<file path="src/rtl/fetch_pc_sequencer.sv">
// Fetch-stage sequencer: owns the PC, issues one instruction-memory request at
// a time and hands each fetched word to decode through a valid/stall handshake.
module fetch_pc_sequencer #(
  parameter int              WORD     = 64,
  parameter logic [WORD-1:0] RESET_PC = '0,
  parameter logic [WORD-1:0] PC_INC   = WORD'(4)
) (
  input  logic            clk,
  input  logic            rst_n,
  input  logic            branch_taken_in,
  input  logic [WORD-1:0] branch_target_in,
  input  logic            stall_in,
  output logic            imem_req_valid_out,
  output logic [WORD-1:0] imem_addr_out,
  input  logic            imem_req_ready_in,
  input  logic            imem_rsp_valid_in,
  input  logic [31:0]     imem_rsp_data_in,
  output logic            instr_valid_out,
  output logic [31:0]     instr_out,
  output logic [WORD-1:0] pc_out
);

  typedef enum logic [1:0] {
    ST_IDLE,
    ST_FETCH,
    ST_WAIT,
    ST_OUT
  } state_t;

  state_t          r_state;
  logic [WORD-1:0] r_pc;
  logic            r_squash;
  logic            r_instr_valid;
  logic [31:0]     r_instr;
  logic [WORD-1:0] r_pc_out;

  logic [WORD-1:0] w_pc_inc;
  logic [WORD-1:0] w_target;

  // Wraps modulo 2^WORD by construction of the adder width.
  assign w_pc_inc = r_pc + PC_INC;
  // Targets are word aligned; the low two bits are cleared, not trapped.
  assign w_target = branch_target_in & ~WORD'(3);

  // The request must stay stable while memory withholds ready, so it is
  // decoded straight from state and PC rather than registered separately.
  assign imem_req_valid_out = (r_state == ST_FETCH);
  assign imem_addr_out      = r_pc;

  assign instr_valid_out = r_instr_valid;
  assign instr_out       = r_instr;
  assign pc_out          = r_pc_out;

  // NOTE: every register in this block, including the instruction holding
  // register, is cleared asynchronously so decode never sees stale data.
  always_ff @(posedge clk or negedge rst_n) begin
    if (!rst_n) begin
      r_state       <= ST_IDLE;
      r_pc          <= RESET_PC;
      r_squash      <= 1'b0;
      r_instr_valid <= 1'b0;
      r_instr       <= '0;
      r_pc_out      <= RESET_PC;
    end else if (branch_taken_in) begin
      // NOTE: non-blocking assignments keep every branch of this FSM reading
      // the pre-edge state, so case order cannot change behaviour.
      r_pc          <= w_target;
      r_instr_valid <= 1'b0;
      unique case (r_state)
        ST_IDLE, ST_OUT: r_state <= ST_FETCH;
        ST_FETCH: begin
          // Old address was accepted: its response must be thrown away.
          if (imem_req_ready_in) begin
            r_squash <= 1'b1;
            r_state  <= ST_WAIT;
          end
        end
        ST_WAIT: begin
          if (imem_rsp_valid_in) begin
            r_squash <= 1'b0;
            r_state  <= ST_FETCH;
          end else begin
            r_squash <= 1'b1;
          end
        end
        default: r_state <= ST_IDLE;
      endcase
    end else begin
      unique case (r_state)
        ST_IDLE: r_state <= ST_FETCH;
        ST_FETCH: begin
          if (imem_req_ready_in) r_state <= ST_WAIT;
        end
        ST_WAIT: begin
          if (imem_rsp_valid_in) begin
            if (r_squash) begin
              r_squash <= 1'b0;
              r_state  <= ST_FETCH;
            end else begin
              r_instr       <= imem_rsp_data_in;
              r_pc_out      <= r_pc;
              r_instr_valid <= 1'b1;
              r_pc          <= w_pc_inc;
              r_state       <= ST_OUT;
            end
          end
        end
        ST_OUT: begin
          if (!stall_in) begin
            r_instr_valid <= 1'b0;
            r_state       <= ST_FETCH;
          end
        end
        default: r_state <= ST_IDLE;
      endcase
    end
  end

endmodule
</file>
<file path="config.mk">
export PLATFORM = sky130hd
export DESIGN_NAME = fetch_pc_sequencer
export DESIGN_NICKNAME = d
export VERILOG_FILES = /design/src/rtl/fetch_pc_sequencer.sv
export SDC_FILE = /design/constraint.sdc
export NUM_CORES = 1
export LEC_CHECK = 0
export CORE_MARGIN = 10
export CORE_UTILIZATION = 47
export CTS_BUF_LIST = sky130_fd_sc_hd__clkbuf_8
export CTS_CLUSTER_SIZE = 40
export DETAILED_ROUTE_END_ITERATION = 12
export HOLD_SLACK_MARGIN = 0.06
export PLACE_DENSITY = 0.81
export SLEW_MARGIN = 0
export SYNTH_ARGS = -nofsm -noshare
export SYNTH_HDL_FRONTEND = slang
export SYNTH_SLANG_ARGS = --single-unit
</file>
<file path="constraint.sdc">
create_clock -name clk -period 2.8 [get_ports clk]
set_clock_uncertainty 0.05 [all_clocks]
set_input_delay 0.42 -clock clk [delete_from_list [all_inputs] [get_ports clk]]
set_output_delay 0.42 -clock clk [all_outputs]
set_load 0.1 [all_outputs]
</file>
==> impl_metrics.csv <==
group,metric,value,unit
status,status,"finished clean",
yosys,netlist_instances,707,
critical_path,crit_type,"register to register",
yosys,ys_seq_area_frac,0.514,
sta,fmax,396,MHz
clock_network,cts_inserted_buffers,17,
clock_network,cts_setup_buffers,0,
floorplan,start_util,0.475,
sta,worst_slew_pin_slew,0.689,ns
grt,grt_pass1_wl,37.4,mm
yosys,synthArstFlopShare,1.00,
grt,overflow,0,
floorplan,die_area,22100,µm²
sta,fin_crit,2.52,ns
sta,timing.setup.tns,0,ns
sta,setup_slack,0.277,ns
route,wl,24.2,mm
final_layout,fin_util,0.650,
clock_network,cts_root_buffer,"clkbuf_8",
critical_path,timing.rr.start,"imem_addr_out[11]$_DFFE_PN0P_",
pwr,power_leakage,4.80,nW
yosys,synth_area_leader_cell,"dfrtp_1",
final_layout,final_layout_size_suffix_gt1_frac,0.368,
clock_network,clk_pin_slew,0.08,ns
yosys,yosysWarnings,0,
critical_path,cp_slowest_cell,"nor3_1",
sta,slew_headroom,0.537,
place,routabilityCongestion,0.916,
clock_network,htree_levels,4,
hold_path,hp-class,"input pin to register",
floorplan,die_h,149,µm
critical_path,arrival,2.85,ns
critical_path,crit_required,3.13,ns
final_layout,final_cell_mix,"180 x buf_4, 132 x dfrtp_1, 97 x clkdlybuf4s50_1, 96 x mux2_2, 65 x nand2_1",
place,portBuffers,257,
critical_path,path_max_fanout,7,
clock_network,clockBufferDepth,2,
yosys,synth_top_area_share,0.514,
critical_path,critical_path.cell_chain,"nand4_1 > nor3_1 > nand2_1 > or4_1 > a31oi_1",
final_layout,syn_to_final_growth,36.9,%
yosys,syn_area,7790,µm²
route,postRouteAntennaNets,0,
floorplan,placementRows,47,
grt,grt_usage,0.213,
hold_path,hp-start,"branch_taken_in",
yosys,synth_edf_count,0,
yosys,synthTopCellsByArea,"dfrtp_1 51%, mux2_2 14%, nand2_1 3.1%, o21ai_0 3.1%, nand4_1 2.7%",
route,viasPerCell,5.57,
clock_network,clk_latency,0.46,ns
sta,grt_setup_unrepaired,"false",
floorplan,core_area,16400,µm²
final_layout,layout.nets,1073,
flow_run,maxCapViolCount,0,
sta,setup_viol,0,
route,vias,6689,
yosys,synth_cell_type_count,56,
yosys,ys_ff_latch,160,
critical_path,critPathMaxStageDelay,0.62,ns
route,dr.pass1.iters,5,
sta,slew_violations,0,
clock_network,cts_resized,0,
grt,grt_start_max_net_pins,68,
grt,antenna_found_initial,2,
floorplan,die_w,149,µm
route,drc,0,
sta,final-hold-violation-count,0,
route,wl_per_cell,20.1,µm
sta,fin_crit_sh,0.901,
clock_network,cts_tree,"done",
clock_network,clock-sinks,160,
grt,grt_pass1_vias,6689,
route,drt_iter0_markers,454,
sta,holdWs,0.215,ns
critical_path,endpoint_kind,"register",
critical_path,crit_start,"imem_addr_out[11]$_DFFE_PN0P_",
place,dpl.hpwl,18.6,mm
final_layout,final_common_cell,"buf_4",
pwr,p_per_area,1030,nW/µm²
pwr,worst_ir_drop_vdd,0.000696,V
yosys,ys.flop_type,"dfrtp_1",
critical_path,critPathLaunchType,"register",
place,post-place-ws,0.125,ns
floorplan,io_pins,264,
yosys,synth.avg_cell_area,11.0,µm²
cell usage after synthesis (4+ instances only):
master    instances
nand2_1          65
and3_2            4
xor2_1           21
o21ai_0          48
nor2_1           36
and3_1            8
nor4_1            9
buf_2             6
inv_1             7
mux2_2           96
or3_1            10
nor3_1           14
nand3_1          32
xnor2_1          16
buf_4             6
a31oi_1          21
o31ai_1          10
or4_1            12
and4_1           10
a21oi_1           5
clkbuf_1         24
nand4_1          34
clkbuf_8          4
ha_1              4
dfrtp_1         160
registers in the layout, indices dropped and copies added, names as in the netlist:
| register | cells |
|---|---|
| instr_valid_out | 1 |
| r_state | 2 |
| r_squash | 1 |
| pc_out | 62 |
| imem_addr_out | 62 |
| instr_out | 32 |
worst paths after layout:
check                                                     end  slack, ns  depth (start not counted)
worst min register to register       instr_out[1]$_DFFE_PN0P_       0.46                          1
worst min-delay path              instr_valid_out$_DFFE_PN0P_       0.22                          2
worst max register to register  imem_addr_out[59]$_DFFE_PN0P_       0.28                          5
min in group asynchronous              pc_out[30]$_DFFE_PN0P_       0.49                          2
max in group asynchronous        imem_addr_out[7]$_DFFE_PN0P_       1.51                          3
worst max-delay path            imem_addr_out[59]$_DFFE_PN0P_       0.28                          5
report_power, final:
| part | leakage, nW | internal [mW] | switching (mW) |
|---|---|---|---|
| sequential | 2.04 | 2.86 | 0.408 |
| clock | 0.208 | 0.825 | 0.856 |
| combinational | 2.55 | 1.29 | 4.70 |
metrics by stage:
step / instances / total power [mW] / cell area, µm²
after detailed placement: 1167 / 9.34 / 10300
final: 1201 / 10.9 / 10700
after CTS: 1200 / 11.0 / 10700
after global routing: 1201 / 11.3 / 10700
after global placement: 1167 / 9.25 / 10300
after floorplan: 710 / 7.91 / 7840
kinds of logic after synthesis:
logic type / after synthesis / synth area share
AO/OA/AOI/OAI: 95 / 0.0726
XOR/XNOR: 37 / 0.0416
adder cells (fa/ha/maj): 4 / 0.00642
buffers and inverters: 53 / 0.0381
flip-flops: 160 / 0.514
multiplexers: 98 / 0.141
other: 1 / 0.000481
AND/OR/NAND/NOR: 259 / 0.186
routing by layer:
metal  up-vias  global-route usage  wire (µm)  part of all wire
met5         -                   0          8           0.00033
li1       3096                   -          -                 -
met2       264               0.347      11900              0.49
met4         2              0.0658        438             0.018
met1      3292               0.260       9680              0.40
met3        35              0.0755       2140             0.089
repair_timing:
item / 4_1_cts / 5_1_grt
endpoints found under the setup margin: 0 / 0
hold buffers: 1 / 0
endpoints found under the hold margin: 65 / 0
layout make-up:
type	instances	area [µm²]
Clock inverter	13	125
Fill cell	1344	5740
Timing Repair Buffer	284	2430
Sequential cell	160	4040
Inverter	7	26.3
Tap cell	220	275
Clock buffer	19	262
Antenna cell	1	2.50
Multi-Input combinational cell	497	3510
critical path: cells and delay by family, from the launching register on:
kind	cells	cell delay (ns)
DFF	1	0.48
and+or+nand+nor	4	1.71
AOI/OAI and AO/OA	1	0.20
(Power assumes the default switching activity.)
